### src/rtl/sdram_burst_sched.sv
// Burst scheduler for the shared SDRAM: arbitrates refresh, VGA reads and frame writes,
// issuing one registered burst command at a time with linear frame addresses.
module sdram_burst_sched #(
   parameter int DATA_DEPTH    = 1024*768,
   parameter int BURST_LEN     = 256,
   parameter int ADDR_W        = 24,
   parameter int LVL_W         = 10,
   parameter int REFRESH_CYC   = 780,
   parameter int MAX_RD_STREAK = 4
) (
   input  logic              clk,
   input  logic              rst_n,
   input  logic              wr_frame_start,
   input  logic              rd_frame_start,
   input  logic [LVL_W-1:0]  wr_level,
   input  logic [LVL_W-1:0]  rd_space,
   output logic              cmd_valid,
   input  logic              cmd_ready,
   output logic [1:0]        cmd_op,
   output logic [ADDR_W-1:0] cmd_addr,
   output logic [LVL_W-1:0]  cmd_len,
   input  logic              cmd_done,
   output logic              wr_frame_done,
   output logic              rd_wrap,
   output logic              busy
);

   localparam int REF_W = $clog2(REFRESH_CYC + 1);
   localparam int STK_W = $clog2(MAX_RD_STREAK + 1);
   localparam logic [ADDR_W:0] DEPTH_X    = (ADDR_W+1)'(DATA_DEPTH);
   localparam logic [ADDR_W:0] BURST_X    = (ADDR_W+1)'(BURST_LEN);
   localparam logic [REF_W-1:0] REF_RELOAD = REF_W'(REFRESH_CYC - 1);
   localparam logic [STK_W-1:0] STK_MAX    = STK_W'(MAX_RD_STREAK);
   localparam logic [1:0] OP_NONE = 2'b00, OP_WR = 2'b01, OP_RD = 2'b10, OP_REF = 2'b11;

   typedef enum logic [1:0] {IDLE = 2'd0, ISSUE = 2'd1, WAIT = 2'd2} state_t;

   state_t             state_reg, state_next;
   logic [ADDR_W-1:0]  wr_addr_reg, rd_addr_reg;
   logic               wr_en_reg, rd_en_reg;
   logic               wr_start_pend_reg, rd_start_pend_reg;
   logic [REF_W-1:0]   ref_cnt_reg;
   logic               ref_pend_reg;
   logic [STK_W-1:0]   rd_streak_reg;
   logic               cmd_valid_reg, wr_frame_done_reg, rd_wrap_reg;
   logic [1:0]         cmd_op_reg;
   logic [ADDR_W-1:0]  cmd_addr_reg;
   logic [LVL_W-1:0]   cmd_len_reg;

   logic [LVL_W-1:0]   wr_len, rd_len, grant_len;
   logic               wr_ok, rd_ok, accept, done_now, commit_wrap;
   logic [1:0]         grant_op;
   logic [ADDR_W-1:0]  grant_addr;
   logic [ADDR_W:0]    commit_end;

   // Tail burst shrinks to whatever is left of the frame.
   function automatic logic [LVL_W-1:0] burst_len(input logic [ADDR_W-1:0] addr);
      logic [ADDR_W:0] rem;
      logic [ADDR_W:0] len;
      rem = DEPTH_X - {1'b0, addr};
      len = (rem < BURST_X) ? rem : BURST_X;
      return LVL_W'(len);
   endfunction

   assign wr_len      = burst_len(wr_addr_reg);
   assign rd_len      = burst_len(rd_addr_reg);
   assign wr_ok       = wr_en_reg && (wr_level >= wr_len);
   assign rd_ok       = rd_en_reg && (rd_space >= rd_len);
   assign accept      = (state_reg == ISSUE) && cmd_ready;
   assign done_now    = (state_reg == WAIT) && cmd_done;
   assign commit_end  = {1'b0, cmd_addr_reg} + (ADDR_W+1)'(cmd_len_reg);
   assign commit_wrap = commit_end >= DEPTH_X;

   always_comb begin
      state_next = state_reg;
      grant_op   = OP_NONE;
      grant_addr = '0;
      grant_len  = '0;
      case (state_reg)
         IDLE: begin
            // A frame start in IDLE is applied first; arbitration resumes next cycle.
            if (!(wr_frame_start || rd_frame_start)) begin
               if (ref_pend_reg) begin
                  grant_op = OP_REF;
               end else if (rd_ok && !((rd_streak_reg == STK_MAX) && wr_ok)) begin
                  grant_op   = OP_RD;
                  grant_addr = rd_addr_reg;
                  grant_len  = rd_len;
               end else if (wr_ok) begin
                  grant_op   = OP_WR;
                  grant_addr = wr_addr_reg;
                  grant_len  = wr_len;
               end
            end
            if (grant_op != OP_NONE) state_next = ISSUE;
         end
         ISSUE:   if (cmd_ready) state_next = WAIT;
         WAIT:    if (cmd_done) state_next = IDLE;
         default: state_next = IDLE;
      endcase
   end

   always_ff @(posedge clk or negedge rst_n) begin
      if (!rst_n) begin
         state_reg     <= IDLE;
         cmd_valid_reg <= 1'b0;
         cmd_op_reg    <= OP_NONE;
         cmd_addr_reg  <= '0;
         cmd_len_reg   <= '0;
      end else begin
         state_reg <= state_next;
         if (grant_op != OP_NONE) begin
            cmd_valid_reg <= 1'b1;
            cmd_op_reg    <= grant_op;
            cmd_addr_reg  <= grant_addr;
            cmd_len_reg   <= grant_len;
         end else if (accept) begin
            cmd_valid_reg <= 1'b0;
         end else if (done_now) begin
            cmd_op_reg   <= OP_NONE;
            cmd_addr_reg <= '0;
            cmd_len_reg  <= '0;
         end
      end
   end

   always_ff @(posedge clk or negedge rst_n) begin
      if (!rst_n) begin
         wr_addr_reg       <= '0;
         rd_addr_reg       <= '0;
         wr_en_reg         <= 1'b0;
         rd_en_reg         <= 1'b0;
         wr_start_pend_reg <= 1'b0;
         rd_start_pend_reg <= 1'b0;
         rd_streak_reg     <= '0;
         wr_frame_done_reg <= 1'b0;
         rd_wrap_reg       <= 1'b0;
      end else begin
         wr_frame_done_reg <= 1'b0;
         rd_wrap_reg       <= 1'b0;
         if (state_reg == IDLE) begin
            if (wr_frame_start) begin
               wr_addr_reg <= '0;
               wr_en_reg   <= 1'b1;
            end
            if (rd_frame_start) begin
               rd_addr_reg <= '0;
               rd_en_reg   <= 1'b1;
            end
         end else if (done_now) begin
            // A frame start seen during the burst overrides this burst's address commit.
            if (wr_frame_start || wr_start_pend_reg) begin
               wr_addr_reg       <= '0;
               wr_en_reg         <= 1'b1;
               wr_start_pend_reg <= 1'b0;
            end else if (cmd_op_reg == OP_WR) begin
               if (commit_wrap) begin
                  wr_addr_reg       <= '0;
                  wr_en_reg         <= 1'b0;
                  wr_frame_done_reg <= 1'b1;
               end else begin
                  wr_addr_reg <= commit_end[ADDR_W-1:0];
               end
            end
            if (rd_frame_start || rd_start_pend_reg) begin
               rd_addr_reg       <= '0;
               rd_en_reg         <= 1'b1;
               rd_start_pend_reg <= 1'b0;
            end else if (cmd_op_reg == OP_RD) begin
               if (commit_wrap) begin
                  rd_addr_reg <= '0;
                  rd_wrap_reg <= 1'b1;
               end else begin
                  rd_addr_reg <= commit_end[ADDR_W-1:0];
               end
            end
            if (cmd_op_reg == OP_RD && rd_streak_reg != STK_MAX)
               rd_streak_reg <= rd_streak_reg + STK_W'(1);
            else if (cmd_op_reg == OP_WR)
               rd_streak_reg <= '0;
         end else begin
            if (wr_frame_start) wr_start_pend_reg <= 1'b1;
            if (rd_frame_start) rd_start_pend_reg <= 1'b1;
         end
      end
   end

   always_ff @(posedge clk or negedge rst_n) begin
      if (!rst_n) begin
         ref_cnt_reg  <= REF_RELOAD;
         ref_pend_reg <= 1'b0;
      end else if (ref_cnt_reg == '0) begin
         ref_cnt_reg  <= REF_RELOAD;
         ref_pend_reg <= 1'b1;
      end else begin
         ref_cnt_reg <= ref_cnt_reg - REF_W'(1);
         if (accept && cmd_op_reg == OP_REF) ref_pend_reg <= 1'b0;
      end
   end

   assign cmd_valid     = cmd_valid_reg;
   assign cmd_op        = cmd_op_reg;
   assign cmd_addr      = cmd_addr_reg;
   assign cmd_len       = cmd_len_reg;
   assign wr_frame_done = wr_frame_done_reg;
   assign rd_wrap       = rd_wrap_reg;
   assign busy          = (state_reg != IDLE);

endmodule

### config.mk
export PLATFORM = sky130hd
export DESIGN_NAME = sdram_burst_sched
export DESIGN_NICKNAME = d
export VERILOG_FILES = /design/src/rtl/sdram_burst_sched.sv
export SDC_FILE = /design/constraint.sdc
export NUM_CORES = 1
export LEC_CHECK = 0
export ABC_AREA = 1
export BUFFER_PORTS_ARGS = -buffer_cell sky130_fd_sc_hd__buf_2
export CORE_MARGIN = 3
export CORE_UTILIZATION = 35
export DETAILED_ROUTE_END_ITERATION = 10
export GPL_ROUTABILITY_DRIVEN = 0
export HOLD_SLACK_MARGIN = 0.05
export SLEW_MARGIN = 30
export SYNTH_ARGS = -nofsm -noshare
export SYNTH_HDL_FRONTEND = slang
export SYNTH_SLANG_ARGS = --single-unit
### constraint.sdc
create_clock -name clk -period 3.58 [get_ports clk]
set_input_delay 0.179 -clock clk [delete_from_list [all_inputs] [get_ports clk]]
set_output_delay 0.179 -clock clk [all_outputs]
set_load 0.01 [all_outputs]
==> metrics <==
Port Buf Inserts=65; worst slack on hold paths=between 0.1 and 0.15 ns; initial antenna violation count=0; final setup violation count=18; number of synthesized register bits=around 110; 1st-iter DRT viols=~580; transition at the pin with the smallest max-transition slack=0.740 ns; number of inserted diodes=0; clock-pin slew of the registers on the worst-case setup and hold paths=around 0.080 ns; FF-to-FF Start=rd_addr_reg[3]$_DFFE_PN0P_; WP data required=3.89 ns; final hold violations=0; most used flip-flop cell after synthesis=sky130_fd_sc_hd__dfrtp_1; drt total wl=approximately 25000 µm; Root Buffer Master=sky130_fd_sc_hd__clkbuf_16; CTS max path bufs=2; max-slew headroom at the worst pin=0.506; GRT Residual Overflow=0; average size of a mapped cell=6.97 µm²; most repeated library cell on the critical path=sky130_fd_sc_hd__nand2_1; maximum VDD drop=around 0.22 mV; area enclosed by the die boundary=23500 µm²; Pre-antenna DRT Iters=5; post-synth design cell area=7580 µm²; achievable clock frequency=277 MHz; total of max-cap violations=0; arrival time worst endpoint=3.92 ns; die boundary height=roughly 150 µm; Worst Setup Slack, final=-0.0308 ns; capturing point of the worst reg2reg path=cmd_len[1]$_DFFE_PN0P_; stage delay of the slowest cell on the critical path=0.45 ns; Routed wire per std cell=between 15 and 20 µm; unrepaired setup endpoints after global routing=true; top-level I/O count=66; clock sink count=107; number of nets still failing antenna checks after routing=0; H-tree levels=3; first-pass GRT wire length=39800 µm; slowest stage cell, crit path=sky130_fd_sc_hd__dfrtp_1; warnings from Yosys=0; area growth from synthesis to layout=29.9%; core region area=21200 µm²; worst-path fanout max=9; Die Span X=153 µm; vias per std cell=5.10; reg2reg setup slack=-0.03 ns; Layout Nets=1316; critical path capture point type=flop; number of flops mapped to enable cells by yosys=0; Max Clock Skew=0.00963 ns; TritonCTS clock tree=yes; worst slack at placement=-0.360 ns; pin count of the biggest net entering global routing=40; Inserted Clock Buffers=9; kind of start point of the critical path=flop; sequential area share after synthesis=0.354; number of standard-cell rows in the floorplan=53; violations in the final reports=setup timing; number of cell instances on the worst register-to-register path=29; post-route clock period utilization=1.01; initial core utilization=0.358; final design utilization=0.465; remaining design rule violation count=0; run status=finished with violations; critical path class=reg2reg; power density of the placed cells=335 nW/µm²; via total after detailed routing=between 7000 and 8000; final period demand of the worst path=3.61 ns; Clk Latency, worst-skew pair=approximately 0.36 ns; post-synthesis cell type count=46; total leakage power=around 5.4 nW; Final Max Tran Viols=0; half-perimeter wire length after placement=19100 µm; Worst Hold Depth=4; launch point of the worst hold path=rd_frame_start; gate count after technology mapping=between 1000 and 1500; ratio of cells with drive above 1 in the final layout=0.257; share of synthesized flip-flops with an asynchronous set or reset=1.00; Hold Crit Endpoint=rd_wrap$_DFF_PN0_; total global routing track utilization=0.210; worst min path class=in2reg; vias in the first global route=7442
[cell families (layout without fill, tap and decap cells)]
logic type,count (synthesis),count (layout),synth area share
compound gates,110,110,0.0875
xor+xnor,33,33,0.0381
fa+ha+maj,36,36,0.0604
buf+inv,165,335,0.0873
flops,107,107,0.354
other cells,1,2,0.000495
simple gates,636,636,0.372
[worst max-delay path: cells and delay by family (launching register included)]
family                   cells  cell delay [ns]
adder cells (fa/ha/maj)      1             0.28
AND/OR/NAND/NOR             20             1.91
flip-flops                   1             0.45
buffers and inverters        7             0.76
AO/OA/AOI/OAI                1             0.13
[per-layer routing]
metal	wire (µm)	global-route usage
met3	2000	0.0416
met1	11500	0.306
met5	0	0
met2	10800	0.319
met4	380	0.0560
[final cells by class]
type / instances / area (µm²)
tap: 275 / 344
multi-input combinational: 817 / 4640
inverter: 142 / 543
clock inverter: 7 / 75.1
fill: 2137 / 11300
clock buffer: 9 / 225
timing repair buffer: 177 / 1330
sequential: 107 / 2690
[worst max-delay path by stage]
| stage | from | to | slack [ns] | depth (start not counted) |
|---|---|---|---|---|
| 2_1_floorplan | rd_addr_reg[0]$_DFFE_PN0P_ | cmd_addr[8]$_DFFE_PN0P_ | 0.00007 | 28 |
| 3_3_place_gp | rd_addr_reg[1]$_DFFE_PN0P_ | cmd_len[7]$_DFFE_PN0P_ | -0.31 | 27 |
| 3_5_place_dp | rd_addr_reg[1]$_DFFE_PN0P_ | cmd_len[5]$_DFFE_PN0P_ | -0.36 | 27 |
| 4_1_cts | wr_addr_reg[0]$_DFFE_PN0P_ | cmd_len[4]$_DFFE_PN0P_ | -0.05 | 28 |
| 5_1_grt | rd_addr_reg[3]$_DFFE_PN0P_ | cmd_len[4]$_DFFE_PN0P_ | -0.30 | 28 |
| 6_report | rd_addr_reg[3]$_DFFE_PN0P_ | cmd_len[1]$_DFFE_PN0P_ | -0.03 | 29 |
[power by group]
part           total [W]  switching, W  leakage, nW  internal [W]
logic           0.000928      0.000599         3.82      0.000329
registers        0.00131     0.0000457         1.43       0.00127
clock network    0.00105      0.000501        0.150      0.000549
total            0.00329       0.00115         5.40       0.00215
[timing repair]
item | in CTS | in global routing
pin swaps | 12 | 29
hold endpoints to repair | 39 | 0
setup endpoints to repair | 38 | 38
hold buffers | 3 | 0
gates cloned | 2 | 0
gates resized for setup | 51 | 73
setup buffers | 8 | 5
[cell usage in the layout, fill, tap and decap left out, types with 3 or more instances in the layout]
cell,count
sky130_fd_sc_hd__nand3_1,78
sky130_fd_sc_hd__buf_12,7
sky130_fd_sc_hd__nand2_4,6
sky130_fd_sc_hd__clkinv_1,3
sky130_fd_sc_hd__ha_1,28
sky130_fd_sc_hd__nand2_2,31
sky130_fd_sc_hd__o22ai_1,10
sky130_fd_sc_hd__buf_4,95
sky130_fd_sc_hd__clkbuf_16,9
sky130_fd_sc_hd__a22oi_2,9
sky130_fd_sc_hd__nor3_1,17
sky130_fd_sc_hd__nor2_4,9
sky130_fd_sc_hd__nor2_1,92
sky130_fd_sc_hd__a22oi_1,6
sky130_fd_sc_hd__buf_6,6
sky130_fd_sc_hd__inv_2,11
sky130_fd_sc_hd__dfrtp_1,100
sky130_fd_sc_hd__o21ai_0,34
sky130_fd_sc_hd__buf_2,64
sky130_fd_sc_hd__xnor2_1,7
sky130_fd_sc_hd__nor4_1,3
sky130_fd_sc_hd__a21oi_1,19
sky130_fd_sc_hd__xor2_1,26
sky130_fd_sc_hd__nor2_2,23
sky130_fd_sc_hd__nand2_1,298
sky130_fd_sc_hd__o21ai_1,16
sky130_fd_sc_hd__inv_1,126
sky130_fd_sc_hd__ha_4,7
sky130_fd_sc_hd__nand3_2,12
sky130_fd_sc_hd__nand3_4,3
sky130_fd_sc_hd__nand4_1,52
sky130_fd_sc_hd__nand3b_1,3
sky130_fd_sc_hd__dfstp_2,5
sky130_fd_sc_hd__a21o_1,6
sky130_fd_sc_hd__o31ai_1,3
sky130_fd_sc_hd__dlygate4sd3_1,3
[through the flow]
stage               cell area, µm²  cells  TNS, ns  power, W
finish                        9840   1534   -0.357   0.00329
global route                  9840   1534    -8.71   0.00344
CTS                           9530   1529   -0.737   0.00327
detailed placement            8910   1500   -10.66   0.00214
global placement              8910   1500    -9.56   0.00213
floorplan                     7590   1089        0   0.00178
[synthesized netlist by cell type (2+ instances only)]
cell	instances	area share
sky130_fd_sc_hd__nand2_1	324	0.16
sky130_fd_sc_hd__inv_1	133	0.066
sky130_fd_sc_hd__nor2_1	113	0.056
sky130_fd_sc_hd__dfrtp_1	102	0.34
sky130_fd_sc_hd__nand3_1	91	0.060
sky130_fd_sc_hd__nand4_1	52	0.043
sky130_fd_sc_hd__o21ai_0	43	0.028
sky130_fd_sc_hd__ha_1	35	0.058
sky130_fd_sc_hd__xor2_1	26	0.030
sky130_fd_sc_hd__a21oi_1	20	0.013
sky130_fd_sc_hd__nor3_1	18	0.012
sky130_fd_sc_hd__a22oi_1	15	0.015
sky130_fd_sc_hd__buf_2	10	0.0066
sky130_fd_sc_hd__nand2_2	10	0.0083
sky130_fd_sc_hd__o22ai_1	10	0.0083
sky130_fd_sc_hd__o21ai_1	8	0.0053
sky130_fd_sc_hd__clkbuf_1	7	0.0035
sky130_fd_sc_hd__nor2_2	7	0.0058
sky130_fd_sc_hd__xnor2_1	7	0.0081
sky130_fd_sc_hd__a21o_1	6	0.0059
sky130_fd_sc_hd__dfstp_2	5	0.017
sky130_fd_sc_hd__clkinv_1	4	0.0020
sky130_fd_sc_hd__inv_2	4	0.0020
sky130_fd_sc_hd__nor2_4	4	0.0059
sky130_fd_sc_hd__buf_4	3	0.0030
sky130_fd_sc_hd__nand3b_1	3	0.0030
sky130_fd_sc_hd__nor4_1	3	0.0025
sky130_fd_sc_hd__o31ai_1	3	0.0030
sky130_fd_sc_hd__a21oi_4	2	0.0043
sky130_fd_sc_hd__and3_1	2	0.0017
sky130_fd_sc_hd__buf_6	2	0.0030
sky130_fd_sc_hd__nand3_2	2	0.0026
Note: power is estimated with default switching activity, not from simulation.
